### src/rtl/channel_addr_count_if.sv
// Register-programming and transfer-step bus for one DMA address/count channel.
// Signal names match the legacy port names so existing connections map one-to-one.
interface channel_addr_count_if;
    logic [7:0]  data_in;
    logic        wr_addr;
    logic        wr_count;
    logic        clear_ff;
    logic        auto_init;
    logic        addr_dec;
    logic        step;
    logic [15:0] currentAddress_out;
    logic [15:0] currentWordCount_out;
    logic        terminal_count;
    logic        done;
    logic        byte_ff;

    // Controller side: drives strobes/modes, observes channel state
    modport master (
        output data_in, wr_addr, wr_count, clear_ff, auto_init, addr_dec, step,
        input  currentAddress_out, currentWordCount_out, terminal_count, done, byte_ff
    );

    // Channel side
    modport slave (
        input  data_in, wr_addr, wr_count, clear_ff, auto_init, addr_dec, step,
        output currentAddress_out, currentWordCount_out, terminal_count, done, byte_ff
    );
endinterface

### src/rtl/channel_addr_count.sv
// DMA channel address/word-count registers: byte-wise CPU programming through a
// shared byte pointer, per-transfer address/count update, terminal count with
// optional auto-initialisation from the base registers.
module channel_addr_count #(
    parameter logic [15:0] RESET_ADDR  = 16'h0000,
    parameter logic [15:0] RESET_COUNT = 16'h0000
) (
    input  logic                 CLK,
    input  logic                 RESET,
    channel_addr_count_if.slave  bus
);

    logic [15:0] base_addr_q, base_addr_d;
    logic [15:0] base_cnt_q,  base_cnt_d;
    logic [15:0] cur_addr_q,  cur_addr_d;
    logic [15:0] cur_cnt_q,   cur_cnt_d;
    logic        byte_ff_q,   byte_ff_d;
    logic        done_q,      done_d;
    logic        tc_q,        tc_d;
    logic        cpu_wr;

    assign cpu_wr = bus.wr_addr | bus.wr_count;

    // Next-state: CPU writes take priority; a step is only honoured on a cycle
    // with no write strobe and while the channel is not done.
    always_comb begin
        base_addr_d = base_addr_q;
        base_cnt_d  = base_cnt_q;
        cur_addr_d  = cur_addr_q;
        cur_cnt_d   = cur_cnt_q;
        byte_ff_d   = byte_ff_q;
        done_d      = done_q;
        tc_d        = 1'b0;

        if (bus.clear_ff) begin
            // clear_ff wins over a simultaneous write; the write is discarded
            byte_ff_d = 1'b0;
        end else if (cpu_wr) begin
            if (bus.wr_addr) begin
                if (byte_ff_q) begin
                    base_addr_d[15:8] = bus.data_in;
                    cur_addr_d[15:8]  = bus.data_in;
                end else begin
                    base_addr_d[7:0] = bus.data_in;
                    cur_addr_d[7:0]  = bus.data_in;
                end
            end
            if (bus.wr_count) begin
                if (byte_ff_q) begin
                    base_cnt_d[15:8] = bus.data_in;
                    cur_cnt_d[15:8]  = bus.data_in;
                end else begin
                    base_cnt_d[7:0] = bus.data_in;
                    cur_cnt_d[7:0]  = bus.data_in;
                end
                done_d = 1'b0;
            end
            byte_ff_d = ~byte_ff_q;
        end

        if (bus.step && !done_q && !cpu_wr) begin
            if (cur_cnt_q == '0) begin
                tc_d = 1'b1;
                if (bus.auto_init) begin
                    cur_addr_d = base_addr_q;
                    cur_cnt_d  = base_cnt_q;
                end else begin
                    cur_addr_d = bus.addr_dec ? cur_addr_q - 16'd1 : cur_addr_q + 16'd1;
                    cur_cnt_d  = cur_cnt_q - 16'd1;
                    done_d     = 1'b1;
                end
            end else begin
                cur_addr_d = bus.addr_dec ? cur_addr_q - 16'd1 : cur_addr_q + 16'd1;
                cur_cnt_d  = cur_cnt_q - 16'd1;
            end
        end
    end

    // State registers with synchronous reset overriding every strobe
    always_ff @(posedge CLK) begin
        if (RESET) begin
            base_addr_q <= RESET_ADDR;
            base_cnt_q  <= RESET_COUNT;
            cur_addr_q  <= RESET_ADDR;
            cur_cnt_q   <= RESET_COUNT;
            byte_ff_q   <= 1'b0;
            done_q      <= 1'b0;
            tc_q        <= 1'b0;
        end else begin
            base_addr_q <= base_addr_d;
            base_cnt_q  <= base_cnt_d;
            cur_addr_q  <= cur_addr_d;
            cur_cnt_q   <= cur_cnt_d;
            byte_ff_q   <= byte_ff_d;
            done_q      <= done_d;
            tc_q        <= tc_d;
        end
    end

    assign bus.currentAddress_out   = cur_addr_q;
    assign bus.currentWordCount_out = cur_cnt_q;
    assign bus.terminal_count       = tc_q;
    assign bus.done                 = done_q;
    assign bus.byte_ff              = byte_ff_q;

endmodule

### src/flat_wrapper.sv
// flat-port wrapper written by rule: the top's interface ports become plain ports
module channel_addr_count_flat 
#(
    parameter logic [15:0] RESET_ADDR  = 16'h0000,
    parameter logic [15:0] RESET_COUNT = 16'h0000
)
  (CLK, RESET, bus_data_in, bus_wr_addr, bus_wr_count, bus_clear_ff, bus_auto_init, bus_addr_dec, bus_step, bus_currentAddress_out, bus_currentWordCount_out, bus_terminal_count, bus_done, bus_byte_ff);
  channel_addr_count_if bus_i ();
  input  logic CLK;
  input  logic RESET;
  input wire logic [$bits(bus_i.data_in)-1:0] bus_data_in;
  input wire logic [$bits(bus_i.wr_addr)-1:0] bus_wr_addr;
  input wire logic [$bits(bus_i.wr_count)-1:0] bus_wr_count;
  input wire logic [$bits(bus_i.clear_ff)-1:0] bus_clear_ff;
  input wire logic [$bits(bus_i.auto_init)-1:0] bus_auto_init;
  input wire logic [$bits(bus_i.addr_dec)-1:0] bus_addr_dec;
  input wire logic [$bits(bus_i.step)-1:0] bus_step;
  output wire logic [$bits(bus_i.currentAddress_out)-1:0] bus_currentAddress_out;
  output wire logic [$bits(bus_i.currentWordCount_out)-1:0] bus_currentWordCount_out;
  output wire logic [$bits(bus_i.terminal_count)-1:0] bus_terminal_count;
  output wire logic [$bits(bus_i.done)-1:0] bus_done;
  output wire logic [$bits(bus_i.byte_ff)-1:0] bus_byte_ff;
  assign bus_i.data_in = bus_data_in;
  assign bus_i.wr_addr = bus_wr_addr;
  assign bus_i.wr_count = bus_wr_count;
  assign bus_i.clear_ff = bus_clear_ff;
  assign bus_i.auto_init = bus_auto_init;
  assign bus_i.addr_dec = bus_addr_dec;
  assign bus_i.step = bus_step;
  assign bus_currentAddress_out = bus_i.currentAddress_out;
  assign bus_currentWordCount_out = bus_i.currentWordCount_out;
  assign bus_terminal_count = bus_i.terminal_count;
  assign bus_done = bus_i.done;
  assign bus_byte_ff = bus_i.byte_ff;
  channel_addr_count #(.RESET_ADDR(RESET_ADDR), .RESET_COUNT(RESET_COUNT)) u_core (.CLK(CLK), .RESET(RESET), .bus(bus_i));
endmodule
### config.mk
export PLATFORM = sky130hd
export DESIGN_NAME = channel_addr_count_flat
export DESIGN_NICKNAME = d
export VERILOG_FILES = /design/src/rtl/channel_addr_count_if.sv /design/src/rtl/channel_addr_count.sv /design/src/flat_wrapper.sv
export SDC_FILE = /design/constraint.sdc
export NUM_CORES = 1
export LEC_CHECK = 0
export CAP_MARGIN = 10
export CELL_PAD_IN_SITES_DETAIL_PLACEMENT = 1
export CELL_PAD_IN_SITES_GLOBAL_PLACEMENT = 2
export CORE_ASPECT_RATIO = 0.5
export CORE_MARGIN = 5
export CORE_UTILIZATION = 35
export CTS_BUF_LIST = sky130_fd_sc_hd__clkbuf_16
export DETAILED_ROUTE_END_ITERATION = 12
export PLACE_DENSITY_LB_ADDON = 0.25
export SYNTH_ARGS = -nofsm -noshare
export SYNTH_HDL_FRONTEND = slang
export SYNTH_SLANG_ARGS = --single-unit
export TNS_END_PERCENT = 50
### constraint.sdc
create_clock -name CLK -period 5.38 [get_ports CLK]
set_input_delay 0.807 -clock CLK [delete_from_list [all_inputs] [get_ports CLK]]
set_output_delay 0.807 -clock CLK [all_outputs]
set_load 0.01 [all_outputs]
; ---- Word level (Yosys, flattened, before mapping)
; Index checks and enable logic that the tools add are counted.
[totals]
register_bits = 67
in_bits = 16
[op_classes]
n_addsub = 3
eq_ne = 2
n_mux = 22
bitwise_logic = 4
n_reduce_logical = 19
[op_table]
columns = op, n
row1 = two-way mux 16 bit, 13
row2 = AND reduction 4 bit, 8
row3 = "subtractor 16 x 1 -> 16 bit, second input constant", 2
row4 = "adder 16 x 1 -> 16 bit, second input constant", 1
row5 = logical NOT 16 bit, 1
row6 = two-way mux 8 bit, 2
row7 = nonzero test 2 bit, 4
row8 = two-way mux 1 bit, 7
row9 = OR reduction 2 bit, 2
row10 = inverter 1 bit, 3
row11 = logical AND 1 bit, 2
row12 = logical NOT 1 bit, 2
row13 = "!= test 2 x 1 -> 1 bit, second input constant", 1
row14 = "!= test 2 bit, second input constant", 1
row15 = OR 1 bit, 1

; ---- Longest topological paths before layout
[depth]
depth_word = 6
ltp_mapped = 10

; ---- Least setup slack after synthesis
; OpenSTA, ideal clock, no wires.
[synth_timing]
path_type = in2reg
start = input port bus_addr_dec
end = register u_core.cur_addr_q[10], in the netlist u_core.bus.currentAddress_out[10]
setup_time_ns = 0.074
arrival_time_ns = 2.543
slack_ns = 2.763
stages = 7
path_buffers = 0
path_cell_list = fa_1 -> a21oi_1 -> o211ai_1 -> a2111oi_0 -> nor3b_1 -> mux2_1 -> a31oi_1
[synth_between]
elab_chain_cells = 4
[synth_rtl]
columns = element, line_no
row1 = "start, declared", flat_wrapper.sv:16  ; input wire logic [$bits(bus_i.addr_dec)-1:0] bus_addr_dec;
row2 = two-way mux 16 bit (*), "channel_addr_count.sv:68, channel_addr_count.sv:73"
row3 = two-way mux 16 bit, channel_addr_count.sv:64  ; if (bus.auto_init) begin
row4 = two-way mux 16 bit (*), channel_addr_count.sv:62  ; if (cur_cnt_q == '0) begin
row5 = two-way mux 16 bit (*), channel_addr_count.sv:61  ; if (bus.step && !done_q && !cpu_wr) begin
row6 = "end signal, assigned", channel_addr_count.sv:92  ; cur_addr_q <= cur_addr_d;
row7 = "end, declared", channel_addr_count.sv:15  ; logic [15:0] cur_addr_q, cur_addr_d;
; Mark *: on every way between the ends. The rest lies on a longest branch, timed or not.
; A chain may end at the register's enable or synchronous reset.

; ---- Worst setup path after layout
; Ends and elaborated chain as after synthesis.

==> impl_metrics.tcl <==
set metrics [dict create \
    ys_ff_latch 67 \
    wl_per_cell_um 18.5 \
    cp.required_ps 5640 \
    async_flop_share_pct 0 \
    setup_viol 0 \
    finalCriticalPeriod_ps 3570 \
    ys_seq_area_share_pct 34.0 \
    dpl.hpwl_um 9010 \
    ir_drop_mv 0.148 \
    netlist_area_sq_mm 0.00395 \
    powerDensity_mw_per_mm2 298 \
    grt_util_all_layers_pct 19.1 \
    relSlewSlack_pct 28.8 \
    grt_pass1_wl_um 20900 \
    setup_tns_ps 0 \
    cts_buffer_depth 2 \
    startpoint_type "input port" \
    grt_max_degree 38 \
    wl_um 12800 \
    cts_made_buffers 9 \
    grt_pass1_vias 3838 \
    hold_viol_final 0 \
    hold_path_class "reg -> reg" \
    synth_warnings 0 \
    path_clk_slew_ps 50 \
    cp_max_fo 16 \
    die-width_um 160 \
    place.gp.congestion 0.820 \
    synth_cells 503 \
    synth_cell_types 58 \
    avgSynthCellArea_sq_um 7.84 \
    first_pass_iters 4 \
    crit_type "in -> reg" \
    num_vias 3819 \
    drive_gt1_share_pct 7.88 \
    mostFrequentLayoutCells "104 x nand2_1, 71 x a21oi_1, 67 x dfxtp_1" \
    cts_root_buf "clkbuf_16" \
    critPathCaptureType "register" \
    tightestPinTransition_ps 1070 \
    rows 27 \
    grt.overflow.total 0 \
    mostFrequentLayoutCell "nand2_1" \
    finalMaxSlewViolations 0 \
    start_util_pct 35.8 \
    maxCapViolCount 0 \
    die_area_sq_mm 0.0136 \
    syn2layout_area_growth_pct 21.5 \
    numPortBuffers 50 \
    cts.sink_count 67 \
    dr.first_iter.drc_count 182 \
    h-tree-depth 3 \
    core_sq_mm 0.0110 \
    status "finished clean" \
    max_freq_mhz 280 \
    synth.net_count 536 \
    post_cts_resized 0 \
    die_h_um 85.1 \
    synth_edf_count 0 \
    fin_skew_ps 5.98 \
    ys.flop_type "dfxtp_1" \
    grt_setup_unrepaired "false" \
    num-nets-final 574 \
    final_antenna_net_count 0 \
    boundaryPins 51 \
    cts_tree "yes" \
    finish.utilization_pct 43.5 \
    timing.final.crit_share_pct 66.3 \
    cts_hold_buffers 0 \
    diodes 0 \
    vias_per_cell 5.53 \
    route.detailed.drc 0 \
    cp.arrival_ps 3830 \
    antenna_found_initial 0 \
    cts_setup_buffers 0 \
    clk-insertion-delay-late_ps 330 \
    leakagePower_nw 1.88 \
]
-- metrics by stage --
step                power, mW  worst slack (ps)  area [sq um]  hold WS (ps)  cells
finish                   1.43              1810          4790           454    691
floorplan               0.802              2760          3950           436    503
global placement        0.919              1600          4540           442    675
global route             1.51              1540          4790           471    691
CTS                      1.44              1800          4790           456    691
detailed placement      0.924              1420          4540           448    675
-- critical path: stages --
cell and delay (ps):
clkdlybuf4s50_1 790, fa_1 590, a21oi_1 260, o211ai_1 190
a2111oi_0 560, nor3b_1 120, mux2_1 350, a31oi_1 160
-- kinds of logic after synthesis --
logic type	count (synthesis)	synth area share, %
adders and majority gates	17	5.58
and+or+nand+nor	190	22.7
buffers and inverters	37	4.12
xor gates and xnor gates	18	4.00
DFF	67	34.0
muxes	14	3.62
AOI/OAI and AO/OA	160	25.9
-- path summary, 6_finish.rpt --
kind | from | endpoint | slack [ps] | cells after the start
worst min-delay path | u_core.base_cnt_q[2] | u_core.base_cnt_q[2] | 450 | 2
worst max register to register | u_core.bus.currentWordCount_out[4] | u_core.bus.currentWordCount_out[8] | 2460 | 6
worst max-delay path | bus_addr_dec | u_core.bus.currentAddress_out[10] | 1810 | 8
worst min register to register | u_core.base_cnt_q[2] | u_core.base_cnt_q[2] | 450 | 2
-- cells in the mapped netlist, types with 3 or more instances --
library cell | number | share of area [%]
o311ai_1 | 3 | 0.67
nand2b_1 | 3 | 0.48
o31ai_1 | 5 | 0.95
a21o_1 | 10 | 1.9
a21oi_1 | 71 | 9.0
nand4_1 | 6 | 0.95
nor2_1 | 23 | 2.2
o211ai_1 | 4 | 0.76
nand3_1 | 12 | 1.5
a31o_2 | 16 | 3.6
a31oi_1 | 10 | 1.6
o21ai_1 | 8 | 1.0
o21a_1 | 3 | 0.57
clkbuf_1 | 21 | 2.0
or3_1 | 7 | 1.1
nor3b_1 | 3 | 0.57
a211oi_1 | 4 | 0.76
nor3_1 | 13 | 1.6
buf_2 | 4 | 0.51
nand2_1 | 104 | 9.9
nand3b_1 | 3 | 0.57
dfxtp_1 | 67 | 34
a211oi_2 | 3 | 0.95
xnor2_1 | 10 | 2.2
mux2i_1 | 12 | 3.0
ha_1 | 16 | 5.1
xor2_1 | 8 | 1.8
a221oi_1 | 3 | 0.67
inv_1 | 9 | 0.86
o21ai_0 | 9 | 1.1
-- power by group --
group	total (mW)	internal [mW]	leakage [nW]	switching (mW)
registers	0.554	0.523	0.547	0.0305
clock network	0.513	0.301	0.132	0.212
logic	0.362	0.156	1.20	0.206
total	1.43	0.980	1.88	0.449
-- registers in the layout, summed over array words and instances (netlist names) --
name	flops
u_core.bus.currentWordCount_out	16
u_core.bus.byte_ff	1
u_core.bus.done	1
u_core.base_cnt_q	16
u_core.bus.terminal_count	1
u_core.base_addr_q	16
u_core.bus.currentAddress_out	16
-- layer usage --
metal  vias up  part of all wire (%)  track usage (%)
met5         -                     0                0
met4         0                  0.65             4.37
met3         8                   3.9             3.98
met2        63                    43             29.9
met1      1843                    52             27.2
li1       1905                     -                -
-- layout make-up --
| cell class | count | area (sq um) |
|---|---|---|
| clock buffers | 9 | 225 |
| clock inverters | 7 | 27.5 |
| fillers | 1352 | 6220 |
| inverters | 9 | 33.8 |
| multi-input cells | 399 | 2450 |
| flip-flops and latches | 67 | 1340 |
| well taps | 145 | 181 |
| repair buffers | 55 | 533 |
(Power assumes the default switching activity.)
==> RTL edit, RTL diff (config.mk and constraints unchanged) <==
Make the reset (`RESET`) asynchronous in one clocked block. Comments in the files are not updated.
--- a/src/rtl/channel_addr_count.sv
+++ b/src/rtl/channel_addr_count.sv
@@ -78,5 +78,5 @@
 
     // State registers with synchronous reset overriding every strobe
-    always_ff @(posedge CLK) begin
+    always_ff @(posedge CLK or posedge RESET) begin
         if (RESET) begin
             base_addr_q <= RESET_ADDR;
Behaviour: differs if RESET is asserted again (counterexample within 4 cycles, from zero or initial values and one cycle with RESET high); with RESET held inactive, the same outputs for 4 cycles.
==> RTL edit against the original RTL <==
  * Setup slack gained 0.32 ns
  * First-iteration DRC count increased by 20%
  * Area after synthesis up 2.7%
  * Count of clock-buffer cells in the layout unchanged
  * Sequential cell count is the same
  * Wire length decreased by 5.0%
  * Non-clock buffer count increased by 1
  * Clock skew is 0.0013 ns higher
  * Global-route usage fell by 0.58 points
  * Cell area grew 5.0%
  * Sequential share of layout area increased by 5.3 points
Power is not compared: it rests on default switching activity, and its combinational part moved more than twofold at a synthesized area within 25%.
==> RTL edit: results (changes against the original RTL) <==
stage	metric	value	unit	change
yosys	ys_async_sr_fraction	100	%	+100 points
yosys	ys.flop_type	dfrtp_1		
routing	wl_met1	6390	µm	-4.2%
yosys	synth.distinct_cells	51		-12%
critical_path	ff2ff_path_depth	5		-1
global_route	grt_pass1_wl	20400	µm	-2.6%
critical_path	crit_path_end	u_core.bus.currentAddress_out[12]		
routing	drt_iter0_drc	219		+20%
placement	place_area	0.00467	mm²	+3.0%
routing	post_drt_wl_per_cell	19.3	µm	+4.1%
cells_and_area	multi_input_area_share	44.8	%	-6.3 points
global_route	met1_usage	27.3	%	+0.085 points
critical_path	r2r_start	u_core.bus.currentWordCount_out[5]		
yosys	synth_common_cells	nand2_1, dfrtp_1, nor2_1		
placement	place_ws	1.78	ns	+0.360 ns
placement	place_congestion	0.790		-3.7%
placement	dp_hpwl	8290	µm	-8.0%
yosys	postSynthAreaPerCell	9.27	µm²	+18%
global_route	use_met3	3.65	%	-0.33 points
routing	wl_met3	354	µm	-29%
cells_and_area	drive_gt1_share	10.5	%	+2.6 points
sta	fin_ws	2.13	ns	+0.323 ns
critical_path	arrival	3.46	ns	-0.37 ns
cells_and_area	clkCellAreaFrac	7.11	%	+1.8 points
run_status	status	finished, final reports clean		
yosys	ys_seq_area_share	41.4	%	+7.4 points
cells_and_area	buf_share	10.8	%	-0.28 points
cells_and_area	inv_count	4		-5
yosys	synthTopCellsByArea	dfrtp_1, nand2_1, ha_1, mux2i_1, mux2_2		
global_route	grt_pass1_vias	3587		-6.5%
sta	worst_pin_slew	0.857	ns	-0.208 ns
routing	dr_wl_met2	5320	µm	-3.9%
critical_path	ff2ff_setup_slack	2.80	ns	+0.34 ns
yosys	syn-num-nets	470		-12%
## RTL edit: changes by cell type after synthesis, moves of 14 or more
cell | unedited run | this run
dfrtp_1 | 0 | 67
a21oi_1 | 71 | 23
a31o_2 | 16 | 2
mux2_2 | 1 | 17
nand2_1 | 104 | 87
dfxtp_1 | 67 | 0
## RTL edit: power by group through the flow
stage	registers (W)	logic (W)	clock network [W]
after detailed placement	0.000819	0.000978	0
final	0.000814	0.000980	0.000725
after global placement	0.000817	0.000964	0
after CTS	0.000815	0.000987	0.000735
after floorplan	0.000807	0.000593	0
after global routing	0.000840	0.00110	0.000760
## RTL edit: cell families after synthesis
family                   count (synthesis)  synth area share, %
AO/OA/AOI/OAI                           99                 16.0
XOR/XNOR                                22                 4.75
adder cells (fa/ha/maj)                 17                 5.43
buffers and inverters                   27                 3.27
flip-flops                              67                 41.4
multiplexers                            37                 9.66
AND/OR/NAND/NOR                        168                 19.5
## RTL edit: stage by stage
| stage | instances | util (%) |
|---|---|---|
| 4_1_cts | 631 | 45.1 |
| 5_1_grt | 631 | 45.1 |
| 2_1_floorplan | 437 | - |
| 3_3_place_gp | 615 | 41.9 |
| 3_5_place_dp | 615 | 41.9 |
| 6_report | 631 | 45.1 |
## RTL edit: worst min-delay path by stage
stage,from,endpoint,slack [ns]
finish,u_core.base_cnt_q[13],u_core.base_cnt_q[13],0.47
floorplan,u_core.base_cnt_q[13],u_core.base_cnt_q[13],0.44
global route,u_core.base_cnt_q[14],u_core.base_cnt_q[14],0.50
global placement,u_core.base_cnt_q[14],u_core.base_cnt_q[14],0.45
detailed placement,u_core.base_cnt_q[13],u_core.base_cnt_q[13],0.46
CTS,u_core.base_cnt_q[13],u_core.base_cnt_q[13],0.47
